`config.mk`:
```
export PLATFORM = sky130hd
export DESIGN_NAME = instr_encoder
export DESIGN_NICKNAME = d
export VERILOG_FILES = /design/src/rtl/riscv_pkg.sv /design/src/rtl/sync_fifo.sv /design/src/rtl/instr_encoder.sv
export SDC_FILE = /design/constraint.sdc
export NUM_CORES = 1
export LEC_CHECK = 0
export BUFFER_PORTS_ARGS = -buffer_cell sky130_fd_sc_hd__buf_2
export CAP_MARGIN = 20
export CORE_UTILIZATION = 52
export CTS_BUF_LIST = sky130_fd_sc_hd__clkbuf_8
export CTS_CLUSTER_DIAMETER = 50
export DETAILED_ROUTE_END_ITERATION = 10
export PLACE_DENSITY = 0.75
export SLEW_MARGIN = 20
export SYNTH_ARGS = -nofsm -noshare
export SYNTH_HDL_FRONTEND = slang
export SYNTH_SLANG_ARGS = --single-unit
```
`constraint.sdc`:
```
create_clock -name clk -period 2.8 [get_ports clk]
set_input_delay 0 -clock clk [delete_from_list [all_inputs] [get_ports clk]]
set_output_delay 0 -clock clk [all_outputs]
set_load 0.03 [all_outputs]
```
`src/rtl/riscv_pkg.sv`:
```
`default_nettype none
// ============================================================================
//  riscv_pkg
//  Shared RV32 opcode constants, instruction-type enum, immediate range limits
//  and the field-level encode/check function used by the encoder.
//  Revision: 1.0
// ============================================================================
package riscv_pkg;

  // Base opcodes
  localparam logic [6:0] OPCODE_LOAD    = 7'b0000011;
  localparam logic [6:0] OPCODE_ALU_IMM = 7'b0010011;
  localparam logic [6:0] OPCODE_AUIPC   = 7'b0010111;
  localparam logic [6:0] OPCODE_STORE   = 7'b0100011;
  localparam logic [6:0] OPCODE_ALU     = 7'b0110011;
  localparam logic [6:0] OPCODE_LUI     = 7'b0110111;
  localparam logic [6:0] OPCODE_BRANCH  = 7'b1100011;
  localparam logic [6:0] OPCODE_JAL     = 7'b1101111;
  // NOP is the canonical addi x0,x0,0, so it shares the ALU_IMM opcode
  localparam logic [6:0] OPCODE_NOP     = OPCODE_ALU_IMM;

  // Signed immediate limits per format
  localparam logic signed [31:0] IMM12_MIN = -32'sd2048;
  localparam logic signed [31:0] IMM12_MAX =  32'sd2047;
  localparam logic signed [31:0] IMM13_MIN = -32'sd4096;
  localparam logic signed [31:0] IMM13_MAX =  32'sd4094;
  localparam logic signed [31:0] IMM21_MIN = -32'sd1048576;
  localparam logic signed [31:0] IMM21_MAX =  32'sd1048574;

  typedef enum logic [2:0] {
    TYPE_R   = 3'd0,
    TYPE_I   = 3'd1,
    TYPE_S   = 3'd2,
    TYPE_B   = 3'd3,
    TYPE_U   = 3'd4,
    TYPE_J   = 3'd5,
    TYPE_BAD = 3'd6
  } instr_type_e;

  typedef struct packed {
    logic [31:0] word;
    logic        imm_err;
    logic        illegal;
  } enc_t;

  // Map an opcode onto its instruction format
  function automatic instr_type_e op_type(input logic [6:0] op);
    instr_type_e t;
    case (op)
      OPCODE_ALU:                   t = TYPE_R;
      OPCODE_LOAD, OPCODE_ALU_IMM:  t = TYPE_I;
      OPCODE_STORE:                 t = TYPE_S;
      OPCODE_BRANCH:                t = TYPE_B;
      OPCODE_JAL:                   t = TYPE_J;
      OPCODE_LUI, OPCODE_AUIPC:     t = TYPE_U;
      default:                      t = TYPE_BAD;
    endcase
    return t;
  endfunction

  // Pack fields into a 32-bit word and flag bad immediates / opcodes.
  // Out-of-range immediates are still packed (truncated) so the caller
  // can enqueue the word while raising the error flag.
  function automatic enc_t encode_instr(
    input logic [6:0]  op,
    input logic [4:0]  rd,
    input logic [4:0]  rs1,
    input logic [4:0]  rs2,
    input logic [2:0]  f3,
    input logic [6:0]  f7,
    input logic [31:0] imm
  );
    enc_t             r;
    logic signed [31:0] s;
    s = $signed(imm);
    r = '0;
    case (op_type(op))
      TYPE_R: r.word = {f7, rs2, rs1, f3, rd, op};
      TYPE_I: begin
        r.word    = {imm[11:0], rs1, f3, rd, op};
        r.imm_err = (s < IMM12_MIN) || (s > IMM12_MAX);
      end
      TYPE_S: begin
        r.word    = {imm[11:5], rs2, rs1, f3, imm[4:0], op};
        r.imm_err = (s < IMM12_MIN) || (s > IMM12_MAX);
      end
      TYPE_B: begin
        r.word    = {imm[12], imm[10:5], rs2, rs1, f3, imm[4:1], imm[11], op};
        r.imm_err = (s < IMM13_MIN) || (s > IMM13_MAX) || imm[0];
      end
      TYPE_U: begin
        r.word    = {imm[31:12], rd, op};
        r.imm_err = (imm[11:0] != 12'd0);
      end
      TYPE_J: begin
        r.word    = {imm[20], imm[10:1], imm[11], imm[19:12], rd, op};
        r.imm_err = (s < IMM21_MIN) || (s > IMM21_MAX) || imm[0];
      end
      default: r.illegal = 1'b1;
    endcase
    return r;
  endfunction

endpackage
`default_nettype wire

```
`src/rtl/sync_fifo.sv`:
```
`default_nettype none
// ============================================================================
//  sync_fifo
//  Single-clock FIFO, power-of-two depth, synchronous reset and clear.
//  Read data is 0 while empty; no write-to-read bypass.
//  Revision: 1.0
// ============================================================================
module sync_fifo #(
  parameter int WIDTH = 32,
  parameter int DEPTH = 4
) (
  input  logic             clk,
  input  logic             reset,
  input  logic             clear,
  input  logic             push,
  input  logic             pop,
  input  logic [WIDTH-1:0] wdata,
  output logic [WIDTH-1:0] rdata,
  output logic             full,
  output logic             empty
);

  localparam int AW = $clog2(DEPTH);

  logic [WIDTH-1:0] mem_q [DEPTH];
  logic [AW-1:0]    wr_ptr_q, wr_ptr_d;
  logic [AW-1:0]    rd_ptr_q, rd_ptr_d;
  logic [AW:0]      count_q, count_d;
  logic             do_push, do_pop;

  assign full    = (count_q == (AW+1)'(DEPTH));
  assign empty   = (count_q == '0);
  assign do_push = push && !full;
  assign do_pop  = pop && !empty;
  assign rdata   = empty ? '0 : mem_q[rd_ptr_q];

  // Next-state for pointers and occupancy; pointers wrap at the power-of-two depth
  always_comb begin
    wr_ptr_d = wr_ptr_q;
    rd_ptr_d = rd_ptr_q;
    count_d  = count_q;
    if (do_push) wr_ptr_d = wr_ptr_q + 1'b1;
    if (do_pop)  rd_ptr_d = rd_ptr_q + 1'b1;
    case ({do_push, do_pop})
      2'b10:   count_d = count_q + 1'b1;
      2'b01:   count_d = count_q - 1'b1;
      default: count_d = count_q;
    endcase
  end

  // Control state: reset and clear both discard contents
  always_ff @(posedge clk) begin
    if (reset || clear) begin
      wr_ptr_q <= '0;
      rd_ptr_q <= '0;
      count_q  <= '0;
    end else begin
      wr_ptr_q <= wr_ptr_d;
      rd_ptr_q <= rd_ptr_d;
      count_q  <= count_d;
    end
  end

  // Storage array; contents are qualified by count so no reset is needed
  always_ff @(posedge clk) begin
    if (do_push && !reset && !clear) mem_q[wr_ptr_q] <= wdata;
  end

endmodule
`default_nettype wire

```
`src/rtl/instr_encoder.sv`:
```
`default_nettype none
// ============================================================================
//  instr_encoder
//  Packs RV32 instruction fields into 32-bit words, buffers them in a FIFO
//  and streams them out with sequential addresses. Sticky flags report bad
//  immediates and rejected opcodes.
//  Revision: 1.0
// ============================================================================
module instr_encoder
  import riscv_pkg::*;
#(
  parameter int          DEPTH     = 4,
  parameter logic [31:0] BASE_ADDR = 32'h0000_0000
) (
  input  logic        clk,
  input  logic        reset,
  input  logic        clear,
  input  logic        in_valid,
  output logic        in_ready,
  input  logic [6:0]  in_opcode,
  input  logic [4:0]  in_rd,
  input  logic [4:0]  in_rs1,
  input  logic [4:0]  in_rs2,
  input  logic [2:0]  in_funct3,
  input  logic [6:0]  in_funct7,
  input  logic [31:0] in_imm,
  output logic        out_valid,
  input  logic        out_ready,
  output logic [31:0] out_instr,
  output logic [31:0] out_addr,
  output logic        imm_err,
  output logic        illegal_op
);

  enc_t        enc;
  logic        accept, push, pop;
  logic        fifo_full, fifo_empty;
  logic [31:0] addr_q, addr_d;
  logic        imm_err_q, imm_err_d;
  logic        illegal_q, illegal_d;

  // Encode the presented request every cycle
  always_comb begin
    enc = encode_instr(in_opcode, in_rd, in_rs1, in_rs2,
                       in_funct3, in_funct7, in_imm);
  end

  assign in_ready = !fifo_full && !reset && !clear;
  assign accept   = in_valid && in_ready;
  // Illegal opcodes complete the handshake but never reach the buffer
  assign push     = accept && !enc.illegal;
  assign pop      = !fifo_empty && out_ready && !reset && !clear;

  sync_fifo #(
    .WIDTH (32),
    .DEPTH (DEPTH)
  ) u_fifo (
    .clk   (clk),
    .reset (reset),
    .clear (clear),
    .push  (push),
    .pop   (pop),
    .wdata (enc.word),
    .rdata (out_instr),
    .full  (fifo_full),
    .empty (fifo_empty)
  );

  // Next-state for the address counter and the sticky flags
  always_comb begin
    addr_d    = addr_q;
    imm_err_d = imm_err_q;
    illegal_d = illegal_q;
    if (pop)                    addr_d    = addr_q + 32'd4;
    if (accept && enc.imm_err)  imm_err_d = 1'b1;
    if (accept && enc.illegal)  illegal_d = 1'b1;
  end

  // Address counter and flag registers; clear behaves exactly like reset
  always_ff @(posedge clk) begin
    if (reset || clear) begin
      addr_q    <= BASE_ADDR;
      imm_err_q <= 1'b0;
      illegal_q <= 1'b0;
    end else begin
      addr_q    <= addr_d;
      imm_err_q <= imm_err_d;
      illegal_q <= illegal_d;
    end
  end

  assign out_valid  = !fifo_empty;
  assign out_addr   = addr_q;
  assign imm_err    = imm_err_q;
  assign illegal_op = illegal_q;

endmodule
`default_nettype wire

```
==> results.json <==
{
  "status": "completed",
  "grt_max_degree": 23,
  "cts_tree": "built",
  "rsz0062_at_grt": "false",
  "synth.distinct_cells": 56,
  "syn_avg_cell_area_um2": 13.6,
  "area_growth_pct": 19.3,
  "drt-wirelength-per-cell_um": 19.3,
  "synth_top_area_share_pct": 50.2,
  "io_pins": 137,
  "initial_core_util_pct": 54.3,
  "die_h_um": 123,
  "placed_area_um2": 8610,
  "grt_overflow_total": 0,
  "endpoint_kind": "flip-flop",
  "worst_hold_slack_ps": 23.1,
  "clock_path_buffers": 2,
  "crit_start": "in_opcode[5]",
  "reg2regPathDepth": 10,
  "skew_ps": 7.86,
  "clk_pin_slew_ps": 80,
  "synthCells": 565,
  "path_class": "in2reg",
  "diodes": 0,
  "postCtsSetupBuffers": 0,
  "place.gp.congestion": 0.853,
  "final_common_cell": "buf_2",
  "die_area_um2": 15200,
  "power-per-cell-area_nw_per_um2": 491,
  "slew_headroom_pct": 57.7,
  "setup_viol": 0,
  "die_x_um": 123,
  "io_buffers": 134,
  "final.fill_count": 1069,
  "antenna_found_initial": 0,
  "grt_pass1_vias": 5308,
  "antenna_left": 0,
  "grt_usage_pct": 24.6,
  "synth-main-ff-cell": "edfxtp_1",
  "min_from": "in_opcode[2]",
  "nets": 806,
  "drt_first_pass_iters": 8,
  "clock-sinks": 169,
  "synth.area.top_cells": "edfxtp_1 50%, dfxtp_1 11%, mux4_2 9.4%, nor2_1 3.2%, nor2b_1 2.9%",
  "r2r-start": "u_fifo.count_q[0]$_SDFFE_PP0P_",
  "grt_pass1_wl_um": 27200,
  "ys_ff_latch": 169,
  "arrival_ps": 3010,
  "fin_setup_tns_ps": 0,
  "dpl.hpwl_um": 12500,
  "synth_area_um2": 7660,
  "synth-async-reset-ratio_pct": 0,
  "hold_viol": 0,
  "peakVddDrop_uv": 261,
  "maxSlewViolCount": 0,
  "drive_gt1_share_pct": 31.6,
  "clock_latency_ps": 460,
  "worstPathRequired_ps": 3190,
  "design_area_um2": 9140,
  "period_minus_slack_ps": 2610,
  "drt_iter0_drc": 356,
  "power.total_mw": 4.48,
  "r2r_setup_slack_ps": 520,
  "vias": 5397,
  "max_freq_mhz": 383,
  "multi_input_area_um2": 2840,
  "finalCritPeriodShare_pct": 93.3,
  "yosysTopAreaCell": "edfxtp_1",
  "h-tree-depth": 4,
  "cts_buffers": 17,
  "startpoint_type": "input port",
  "worst_pin_slew_ps": 635,
  "crit_fanout": 6,
  "finalNonFillerCells": 921,
  "drc_errors": 0,
  "synth.yosys.warnings": 0,
  "synth-edff-count": 128,
  "dp_cells": 876,
  "core_area_um2": 14100,
  "final_cell_mix": "134 x buf_2, 128 x edfxtp_1, 65 x nor2_1",
  "max_cap_viol_count": 0,
  "hold_path_depth": 2,
  "r2r-end": "u_fifo.count_q[2]$_SDFFE_PP0P_",
  "hold_path.class": "in2reg",
  "wl_um": 17800,
  "synth-seq-area-share_pct": 60.9,
  "critPathCapture": "u_fifo.count_q[2]$_SDFFE_PP0P_",
  "via_per_inst": 5.86,
  "leakagePower_nw": 3.41,
  "rows": 43,
  "regArea_um2": 4670,
  "cts_root_buf": "clkbuf_8"
}
==> registers in the layout, indices dropped and copies added (netlist names), named ones only <==
| signal | cells |
|---|---|
| u_fifo.count_q | 3 |
| imm_err | 1 |
| u_fifo.rd_ptr_q | 2 |
| u_fifo.wr_ptr_q | 2 |
| illegal_op | 1 |
| out_addr | 30 |
| u_fifo.mem_q | 128 |
==> through the flow <==
step,util (%),worst slack (ps)
CTS,64.7,176
finish,64.8,188
detailed placement,61.1,235
global route,64.8,10.1
floorplan,-,147
global placement,61.1,374
==> layout make-up <==
class,instances,share of cell area [%]
Sequential cell,169,51.1
Multi-Input combinational cell,361,31.1
Timing Repair Buffer,169,10.9
Clock buffer,17,2.56
Tap cell,180,2.46
Clock inverter,14,1.49
Inverter,11,0.452
==> worst max-delay path, cell delays in order <==
cell and delay, ps:
dlygate4sd3_1 530, buf_2 140, and4b_1 200, o2111ai_2 220, ha_2 270, o31ai_1 120, and3_1 210, inv_1 80
ha_1 180, inv_1 60, fa_1 370, xor2_1 160, or3_1 320, a21oi_1 140
==> synth_stat cells, drive strengths merged (2+ instances only) <==
cell type and count:
edfxtp 128, nor2 66, dfxtp 41, nor2b 36
mux4 32, nand2 28, xor2 18, a22oi 17
nand4 17, and2 15, buf 15, nand3 15
a21oi 13, xnor2 13, nor4 12, inv 11
clkbuf 10, o21ai 8, a2bb2oi 7, ha 7
mux2i 7, and4 6, and3 5, nor3 5
o22ai 4, a31oi 3, o31ai 3, or3 3
or2 2
==> what timing repair did <==
action,CTS,global route
setup endpoints to repair,0,48
hold buffers,14,0
hold endpoints to repair,45,0
gates resized for setup,0,4
==> how the worst min path moves through the flow <==
| stage | slack (ps) | endpoint |
|---|---|---|
| after floorplan | 160 | illegal_op$_SDFFE_PP0P_ |
| after global placement | 270 | illegal_op$_SDFFE_PP0P_ |
| after detailed placement | 270 | illegal_op$_SDFFE_PP0P_ |
| after CTS | 3 | out_addr[3]$_SDFFE_PP0P_ |
| after global routing | 30 | out_addr[3]$_SDFFE_PP0P_ |
| final | 20 | u_fifo.mem_q[2][2]$_DFFE_PP_ |
==> where the power goes <==
part	internal, mW	switching (mW)	total [mW]
Combinational	0.0840	0.114	0.198
Sequential	2.66	0.000388	2.66
Clock	0.777	0.852	1.63
==> logic make-up after synthesis <==
logic type | count (synthesis) | share of synthesized area [%]
other cells | 1 | 0.0490
flops | 169 | 60.9
fa+ha+maj | 8 | 1.41
simple gates | 217 | 15.3
buf+inv | 36 | 2.32
xor+xnor | 31 | 3.55
mux | 40 | 10.5
compound gates | 63 | 5.98
==> per-layer routing <==
layer	GRT usage, %	wire (µm)	vias up
li1	-	-	2466
met1	29.7	6990	2630
met2	41.8	9120	248
met3	4.47	1040	53
met4	13.5	648	0
met5	0	0	-
No activity file was read; power rests on OpenSTA's default activity.
